File: src/rtl/hazard_unit_pkg.sv
// Shared constants and types for the hazard unit and its long-op scoreboard.
// Latency: n/a (definitions only).
// Backpressure: n/a.
package hazard_unit_pkg;

    // Operand mux selects driven back to the decode stage
    localparam logic [1:0] FWD_RF = 2'b00;
    localparam logic [1:0] FWD_E  = 2'b01;
    localparam logic [1:0] FWD_M  = 2'b10;

    // Integer x0; writes to it are discarded so it never creates a hazard
    localparam logic [5:0] REG_ZERO = 6'd0;

    // Default issue-to-writeback distance for fdiv/fsqrt class ops
    localparam int LONG_LAT_DEF = 4;

    typedef enum logic {
        SB_IDLE,
        SB_BUSY
    } sb_state_t;

endpackage

File: src/rtl/hazard_unit_long_scoreboard.sv
// One-entry scoreboard tracking a single in-flight long-latency FPU result.
// Latency: busy from the edge after issue for LONG_LAT cycles; hazards are combinational.
// Backpressure: raises lhaz/lstr so the hazard unit stalls decode; never accepts a second op.
module long_scoreboard
    import hazard_unit_pkg::*;
#(
    parameter int LONG_LAT = LONG_LAT_DEF
) (
    input  logic       clk,
    input  logic       rstn,
    input  logic       d_valid,
    input  logic       d_long,
    input  logic       issue,
    input  logic [5:0] rs0,
    input  logic [5:0] rs1,
    input  logic [5:0] rd,
    input  logic       rs0_used,
    input  logic       rs1_used,
    output logic       long_busy,
    output logic       lhaz,
    output logic       lstr
);

    localparam int CW = $clog2(LONG_LAT);

    sb_state_t     state;
    logic [5:0]    long_rd;
    logic [CW-1:0] long_cnt;

    // Busy/countdown FSM; busy stays high through the writeback cycle (cnt==0)
    // because the register file has no write-through.
    always_ff @(posedge clk or negedge rstn) begin
        if (!rstn) begin
            state     <= SB_IDLE;
            long_busy <= 1'b0;
            long_rd   <= REG_ZERO;
            long_cnt  <= '0;
        end else begin
            case (state)
                SB_IDLE: begin
                    if (issue && d_long) begin
                        state     <= SB_BUSY;
                        long_busy <= 1'b1;
                        long_rd   <= rd;
                        long_cnt  <= CW'(LONG_LAT - 1);
                    end
                end
                SB_BUSY: begin
                    if (long_cnt == '0) begin
                        state     <= SB_IDLE;
                        long_busy <= 1'b0;
                    end else begin
                        long_cnt <= long_cnt - CW'(1);
                    end
                end
                default: begin
                    state     <= SB_IDLE;
                    long_busy <= 1'b0;
                end
            endcase
        end
    end

    // RAW on either source or WAW on the destination against the pending result
    assign lhaz = d_valid && long_busy && (long_rd != REG_ZERO) &&
                  ((rs0_used && (rs0 == long_rd)) ||
                   (rs1_used && (rs1 == long_rd)) ||
                   (rd == long_rd));

    // Only one long op may be in flight, regardless of registers touched
    assign lstr = d_valid && d_long && long_busy;

endmodule

File: src/rtl/hazard_unit.sv
// Decode-side hazard control: forward selects, load-use and long-op stalls, stall counter.
// Latency: forward0/1 and stall are combinational; stall_cycles updates on the next edge.
// Backpressure: stall holds F/D and injects a bubble into E; counter saturates at all-ones.
module hazard_unit
    import hazard_unit_pkg::*;
#(
    parameter int LONG_LAT = LONG_LAT_DEF,
    parameter int CNT_W    = 32
) (
    input  logic             clk,
    input  logic             rstn,
    input  logic [5:0]       rs0,
    input  logic [5:0]       rs1,
    input  logic [5:0]       rd,
    input  logic             rs0_used,
    input  logic             rs1_used,
    input  logic             d_valid,
    input  logic             d_long,
    input  logic [5:0]       rdE,
    input  logic             regwriteE,
    input  logic             memreadE,
    input  logic [5:0]       rdM,
    input  logic             regwriteM,
    output logic [1:0]       forward0,
    output logic [1:0]       forward1,
    output logic             stall,
    output logic             long_busy,
    output logic [CNT_W-1:0] stall_cycles
);

    logic luse;
    logic lhaz;
    logic lstr;
    logic issue;

    // E beats M; a load in E has no data yet so it is never an E forward source
    function automatic logic [1:0] fwd_sel(
        input logic [5:0] r,
        input logic [5:0] rd_e,
        input logic       wr_e,
        input logic       ld_e,
        input logic [5:0] rd_m,
        input logic       wr_m
    );
        logic [1:0] sel;
        sel = FWD_RF;
        if (r != REG_ZERO) begin
            if (wr_e && !ld_e && (rd_e == r))
                sel = FWD_E;
            else if (wr_m && (rd_m == r))
                sel = FWD_M;
        end
        return sel;
    endfunction

    // Forward selects for both decode sources
    always_comb begin
        forward0 = fwd_sel(rs0, rdE, regwriteE, memreadE, rdM, regwriteM);
        forward1 = fwd_sel(rs1, rdE, regwriteE, memreadE, rdM, regwriteM);
    end

    // One-bubble load-use: next cycle the load sits in M and forwards from there
    assign luse = d_valid && memreadE && regwriteE && (rdE != REG_ZERO) &&
                  ((rs0_used && (rdE == rs0)) || (rs1_used && (rdE == rs1)));

    assign stall = luse || lhaz || lstr;
    assign issue = d_valid && !stall;

    long_scoreboard #(
        .LONG_LAT (LONG_LAT)
    ) u_sb (
        .clk       (clk),
        .rstn      (rstn),
        .d_valid   (d_valid),
        .d_long    (d_long),
        .issue     (issue),
        .rs0       (rs0),
        .rs1       (rs1),
        .rd        (rd),
        .rs0_used  (rs0_used),
        .rs1_used  (rs1_used),
        .long_busy (long_busy),
        .lhaz      (lhaz),
        .lstr      (lstr)
    );

    // Saturating count of stalled cycles
    always_ff @(posedge clk or negedge rstn) begin
        if (!rstn)
            stall_cycles <= '0;
        else if (stall && (stall_cycles != '1))
            stall_cycles <= stall_cycles + CNT_W'(1);
    end

endmodule

File: config.mk
export PLATFORM = sky130hd
export DESIGN_NAME = hazard_unit
export DESIGN_NICKNAME = d
export VERILOG_FILES = /design/src/rtl/hazard_unit_pkg.sv /design/src/rtl/hazard_unit_long_scoreboard.sv /design/src/rtl/hazard_unit.sv
export SDC_FILE = /design/constraint.sdc
export NUM_CORES = 1
export LEC_CHECK = 0
export ABC_CLOCK_PERIOD_IN_PS = 5600
export BUFFER_PORTS_ARGS = -buffer_cell sky130_fd_sc_hd__buf_2
export CAP_MARGIN = 20
export CORE_UTILIZATION = 56
export DETAILED_ROUTE_END_ITERATION = 8
export PLACE_DENSITY_LB_ADDON = 0.1
export SYNTH_ARGS = -nofsm -noshare
export SYNTH_HDL_FRONTEND = slang
export SYNTH_HIERARCHICAL = 1
export SYNTH_SLANG_ARGS = --single-unit
File: constraint.sdc
create_clock -name clk -period 5.6 [get_ports clk]
set_input_delay 0.84 -clock clk [delete_from_list [all_inputs] [get_ports clk]]
set_output_delay 0.84 -clock clk [all_outputs]
set_load 0.005 [all_outputs]
==> results of run 1 <==
[power by group through the flow]
stage / sequential, mW / clock, mW / combinational [mW]
after detailed placement: 0.419 / 0 / 0.231
final: 0.414 / 0.242 / 0.231
after CTS: 0.413 / 0.247 / 0.234
after global placement: 0.417 / 0 / 0.225
after global routing: 0.419 / 0.257 / 0.264
after floorplan: 0.404 / 0 / 0.162
[per-stage QoR]
| stage | util | area (um^2) | cells |
|---|---|---|---|
| CTS | 0.705 | 3070 | 394 |
| global placement | 0.679 | 2960 | 386 |
| floorplan | - | 2530 | 261 |
| global route | 0.705 | 3070 | 394 |
| finish | 0.705 | 3070 | 394 |
| detailed placement | 0.679 | 2960 | 386 |
[final cells by class]
| type | instances | share of cell area |
|---|---|---|
| Sequential cell | 42 | 0.342 |
| Timing Repair Buffer | 76 | 0.124 |
| Inverter | 6 | 0.00734 |
| Clock buffer | 5 | 0.0224 |
| Clock inverter | 3 | 0.0147 |
| Tap cell | 52 | 0.0212 |
| Multi-Input combinational cell | 210 | 0.468 |
[path summary, 6_finish.rpt]
kind | cells after the start | slack, ps | to | from
max | 9 | 2300 | stall | rs0[1]
min | 1 | 480 | stall_cycles[14] | stall_cycles[14]
max reg2reg | 8 | 2630 | stall_cycles[20] | u_sb/long_rd[1]
min reg2reg | 1 | 480 | stall_cycles[14] | stall_cycles[14]
max in group asynchronous | 1 | 4370 | stall_cycles[19] | rstn
min in group asynchronous | 1 | 660 | u_sb/long_rd[0] | rstn
[cell usage in the layout (no fill, tap or decap), types with 2 or more instances in the layout]
cell        Yosys  final
nor2_1         12     12
dfrtp_1        42     42
and2_1          2      2
mux2_2          2      2
nand2_1        32     32
nand4_2         2      2
o21ai_0         2      2
nor2b_1         2      2
nand3_1        20     20
clkinvlp_4      0      2
nor4_1          6      6
clkbuf_8        0      5
a21oi_1         5      5
inv_1           6      6
and3_1          7      7
and4_1          2      2
buf_2           1     76
xnor2_1        53     53
or4_1           4      4
ha_1            2      2
nor3_1          6      6
nand4_1        18     18
xor2_1         19     19
nor4b_1         2      2
[flip-flops by register name, indices dropped and copies added (netlist names)]
signal / count
stall_cycles: 32
u_sb/long_rd: 6
u_sb/long_cnt: 2
u_sb/long_busy: 1
u_sb/state: 1
[worst max-delay path, stage by stage]
cell and delay [ps]:
buf_2 140, xnor2_1 160, nand4_1 100, or4_1 410, a21oi_1 340, nor2_1 120
and2_1 190, inv_1 50, buf_2 100
[layer usage]
metal	up-vias	global-route usage
met4	0	0.118
met2	80	0.422
met5	-	0
li1	1074	-
met3	14	0.0523
met1	1069	0.345
[kinds of logic (layout without fill, tap and decap cells)]
family          count (synthesis)  in the layout
compound gates                 13             13
flops                          42             42
fa+ha+maj                       2              2
mux                             2              2
simple gates                  121            121
buf+inv                         9             90
xor+xnor                       72             72
==> flow_metrics.py, run 1 <==
metrics = {
    "place": {
        "place_hpwl_um": 4430,
        "gp_congestion": 0.937,
        "dp_worst_setup_slack_ps": 2180,
        "numPortBuffers": 76,
    },
    "detailed_routing": {
        "drt_iter0_drc": 119,
        "drt-vias-per-instance": 5.68,
        "num_vias": 2237,
        "wl_um": 5820,
        "remaining_drc_errors": 0,
        "top_layer": "met4",
        "first_pass_iters": 6,
        "wl_met3_um": 378,
        "wl_met1_um": 2550,
        "avgRoutedWirePerCell_um": 14.8,
        "ant_nets": 0,
        "dr_wl_met2_um": 2750,
    },
    "timing": {
        "fin_skew_ps": 5.29,
        "worst_slack_ps": 2300,
        "final.period_utilization": 0.589,
        "finalSetupViolCount": 0,
        "rsz0062_at_grt": "false",
        "setup_tns_ps": 0,
        "max_slew.worst_pin.slew_ps": 960,
        "fmax_mhz": 303,
        "whs_ps": 481,
        "finalHoldViolCount": 0,
        "drv_slew": 0,
        "period_minus_slack_ps": 3300,
        "slew_headroom": 0.360,
    },
    "clock_network": {
        "cts-root-buf": "clkbuf_8",
        "cts-buffers-inserted": 5,
        "ctsResizeCount": 0,
        "cts.path.max_buffers": 2,
        "postCtsHoldBufs": 0,
        "postCtsSetupRepairBufs": 0,
        "clock_sinks": 42,
        "cts.clk_slew.worst_paths_ps": 80,
        "h-tree-depth": 2,
        "cts_tree": "yes",
        "clock_latency_ps": 300,
    },
    "critical_path": {
        "cp.required_ps": 4760,
        "cp-start-kind": "input port",
        "cp-end-kind": "output pin",
        "critical_path_class": "in -> out",
        "worstPathArrival_ps": 2460,
        "critPathMaxFanout": 4,
    },
    "power": {
        "p_sw_frac": 0.323,
        "p_per_area_mw_per_mm2": 289,
        "p_leak_nw": 1.47,
        "vdd_drop_max_mv": 0.248,
        "p_sw_mw": 0.286,
        "power.share.sequential": 0.467,
        "finalPower_mw": 0.886,
        "power.internal_mw": 0.600,
        "combPwrFrac": 0.261,
        "power.clock.fraction": 0.272,
    },
    "global_routing": {
        "grt-ovfl-total": 0,
        "grt_usage": 0.263,
        "grt_pass1_wl_um": 10100,
        "grt_max_degree": 43,
        "grt_pass1_vias": 2233,
        "antenna_found_initial": 0,
    },
    "die": {
        "die_area_mm2": 0.00479,
        "die_x_um": 69.2,
        "die_y_um": 69.2,
        "num_rows": 24,
        "ioPinCount": 77,
        "initial_utilization": 0.581,
        "core_area_mm2": 0.00435,
    },
    "synthesis": {
        "ys_warn_count": 6,
        "ys_types": 36,
        "syn-num-nets": 302,
        "synth_most_common_cell": "xnor2_1",
        "synth_top_area_share": 0.415,
        "synth-simple-area-share": 0.260,
        "synth-seq-cells": 42,
        "yosysTopAreaCell": "dfrtp_1",
        "synth_compound_area_frac": 0.0396,
        "synthArstFlopShare": 1.00,
        "synthAdderAreaFrac": 0.00989,
        "synth-xor-area-share": 0.249,
        "synth_edf_count": 0,
        "synth_common_cells": "53 x xnor2_1, 42 x dfrtp_1, 32 x nand2_1",
        "synth_seq_area_share": 0.415,
        "synth_mux_area_frac": 0.00890,
        "syn_area_mm2": 0.00253,
        "synthCells": 261,
        "avgSynthCellArea_um2": 9.69,
        "ys.flop_type": "dfrtp_1",
        "synth_area_leaders": "dfrtp_1 42%, xnor2_1 18%, xor2_1 6.6%",
        "synth_top_family_by_area": "simple AND/OR/NAND/NOR gates",
    },
    "final_layout": {
        "multi_input_area_mm2": 0.00144,
        "fillers": 359,
        "nNetsFinal": 382,
        "drive_gt1_frac": 0.275,
        "area_growth_pct": 21.3,
        "seqCellArea_mm2": 0.00105,
        "antenna_cells": 0,
    },
    "flow_run": {
        "drv_cap": 0,
    },
    "worst_hold_path": {
        "hold_path.class": "reg -> reg",
    },
    "status": {
        "outcome": "finished clean",
    },
}
(Power assumes the default switching activity.)
==> run 2, diff against run 1 <==
ABC_CLOCK_PERIOD_IN_PS = 3360   (was 5600)
CORE_UTILIZATION = 52   (was 56)
clock period = 3.36 ns   (was 5.6 ns; I/O delays follow)
==> flow_metrics.py, run 2 (synthesis results as in run 1) <==
metrics = {
    "timing": {
        "finalSetupViolCount": 0,
        "max_slew.worst_pin.slew_ps": 924,
        "slew_headroom": 0.384,
        "finalHoldViolCount": 0,
        "whs_ps": 349,
        "worst_slack_ps": 544,
        "fmax_mhz": 355,
        "fin_skew_ps": 4.25,
        "rsz0062_at_grt": "false",
        "final.period_utilization": 0.838,
        "period_minus_slack_ps": 2820,
        "drv_slew": 0,
        "setup_tns_ps": 0,
    },
    "clock_network": {
        "h-tree-depth": 2,
        "ctsResizeCount": 0,
        "clock_sinks": 42,
        "postCtsSetupRepairBufs": 0,
        "cts_tree": "yes",
        "postCtsHoldBufs": 0,
        "cts-buffers-inserted": 5,
        "cts.path.max_buffers": 2,
        "clock_latency_ps": 290,
        "cts.clk_slew.worst_paths_ps": 80,
        "cts-root-buf": "clkbuf_8",
    },
    "power": {
        "p_sw_frac": 0.323,
        "power.internal_mw": 0.944,
        "combPwrFrac": 0.272,
        "vdd_drop_max_mv": 0.336,
        "power.share.sequential": 0.489,
        "p_per_area_mw_per_mm2": 457,
        "power.clock.fraction": 0.239,
        "p_leak_nw": 1.47,
        "finalPower_mw": 1.40,
        "p_sw_mw": 0.451,
    },
    "die": {
        "die_area_mm2": 0.00515,
        "initial_utilization": 0.539,
        "die_x_um": 71.8,
        "die_y_um": 71.8,
        "num_rows": 25,
        "ioPinCount": 77,
        "core_area_mm2": 0.00469,
    },
    "detailed_routing": {
        "remaining_drc_errors": 0,
        "drt_iter0_drc": 124,
        "first_pass_iters": 4,
        "drt-vias-per-instance": 5.53,
        "ant_nets": 0,
        "avgRoutedWirePerCell_um": 14.5,
        "wl_um": 5760,
        "num_vias": 2196,
    },
    "status": {
        "outcome": "finished clean",
    },
    "final_layout": {
        "area_growth_pct": 20.8,
        "mostFrequentLayoutCells": "76 x buf_2, 53 x xnor2_1, 42 x dfrtp_1",
        "fin_cells": 397,
        "largest_reg_flops": 32,
        "final_util": 0.651,
        "fin_area_mm2": 0.00306,
        "drive_gt1_frac": 0.274,
        "top_regs": "stall_cycles: 32 flops, u_sb/long_rd: 6 flops, u_sb/long_cnt: 2 flops",
        "layout_commonest_cell": "buf_2",
        "max_flop_register": "stall_cycles",
        "nNetsFinal": 383,
        "antenna_cells": 0,
    },
    "global_routing": {
        "use_met3": 0.0380,
        "antenna_found_initial": 0,
        "grt_usage": 0.237,
        "grt-ovfl-total": 0,
        "grt_use_met1": 0.334,
        "top_usage_layer": "met2",
        "grt_max_degree": 43,
        "grt_pass1_wl_um": 9540,
        "grt_pass1_vias": 2049,
        "use_met2": 0.374,
    },
    "critical_path": {
        "cp-start-kind": "flop",
        "worstPathArrival_ps": 2990,
        "critical_path_class": "reg -> reg",
        "critPathMaxFanout": 15,
        "cp.required_ps": 3530,
        "cp-end-kind": "flop",
    },
    "place": {
        "dp_cells": 389,
        "placed_area_mm2": 0.00297,
        "place_hpwl_um": 4310,
        "dp_worst_setup_slack_ps": 580,
        "numPortBuffers": 76,
        "gp_congestion": 0.927,
    },
    "flow_run": {
        "drv_cap": 0,
    },
    "worst_hold_path": {
        "hold_path.class": "in -> async",
    },
}
## run 2: worst max-delay path, cell delays in order, from the launching register on
cell,delay [ps]
dfrtp_1,450
or4_1,550
o311ai_1,240
a21oi_1,140
nor4_1,710
nor2_4,200
and4_1,270
xor2_1,130
## run 2: power groups by stage
stage                     Combinational [mW]  Sequential (mW)  Clock [mW]
final                                  0.379            0.683       0.333
after global routing                   0.434            0.698       0.363
after CTS                              0.383            0.682       0.349
after detailed placement               0.381            0.692           0
after global placement                 0.378            0.693           0
after floorplan                        0.270            0.673           0
## run 2: layer usage
metal / up-vias / wire length, um
li1: 1082 / -
met1: 1038 / 2780
met2: 70 / 2570
met3: 6 / 329
met4: 0 / 68
met5: - / 0
## run 2: layout make-up
class                      count  area, um^2
clock inverter                 1        5.00
inverter                       6        22.5
sequential                    42        1050
multi-input combinational    210        1440
tap                           54        67.6
fill                         418        1640
clock buffer                   7        86.3
timing repair buffer          77         388
## run 2: final timing paths
path / start / endpoint / slack, ps / depth (start not counted)
hold reg to reg: stall_cycles[17] / stall_cycles[17] / 490 / 1
min in group clk: rd[3] / u_sb/long_rd[3] / 440 / 3
max in group asynchronous: rstn / stall_cycles[14] / 2430 / 1
hold / removal: rstn / stall_cycles[18] / 350 / 1
setup reg to reg: u_sb/long_rd[1] / stall_cycles[14] / 540 / 7
setup / recovery: u_sb/long_rd[1] / stall_cycles[14] / 540 / 7
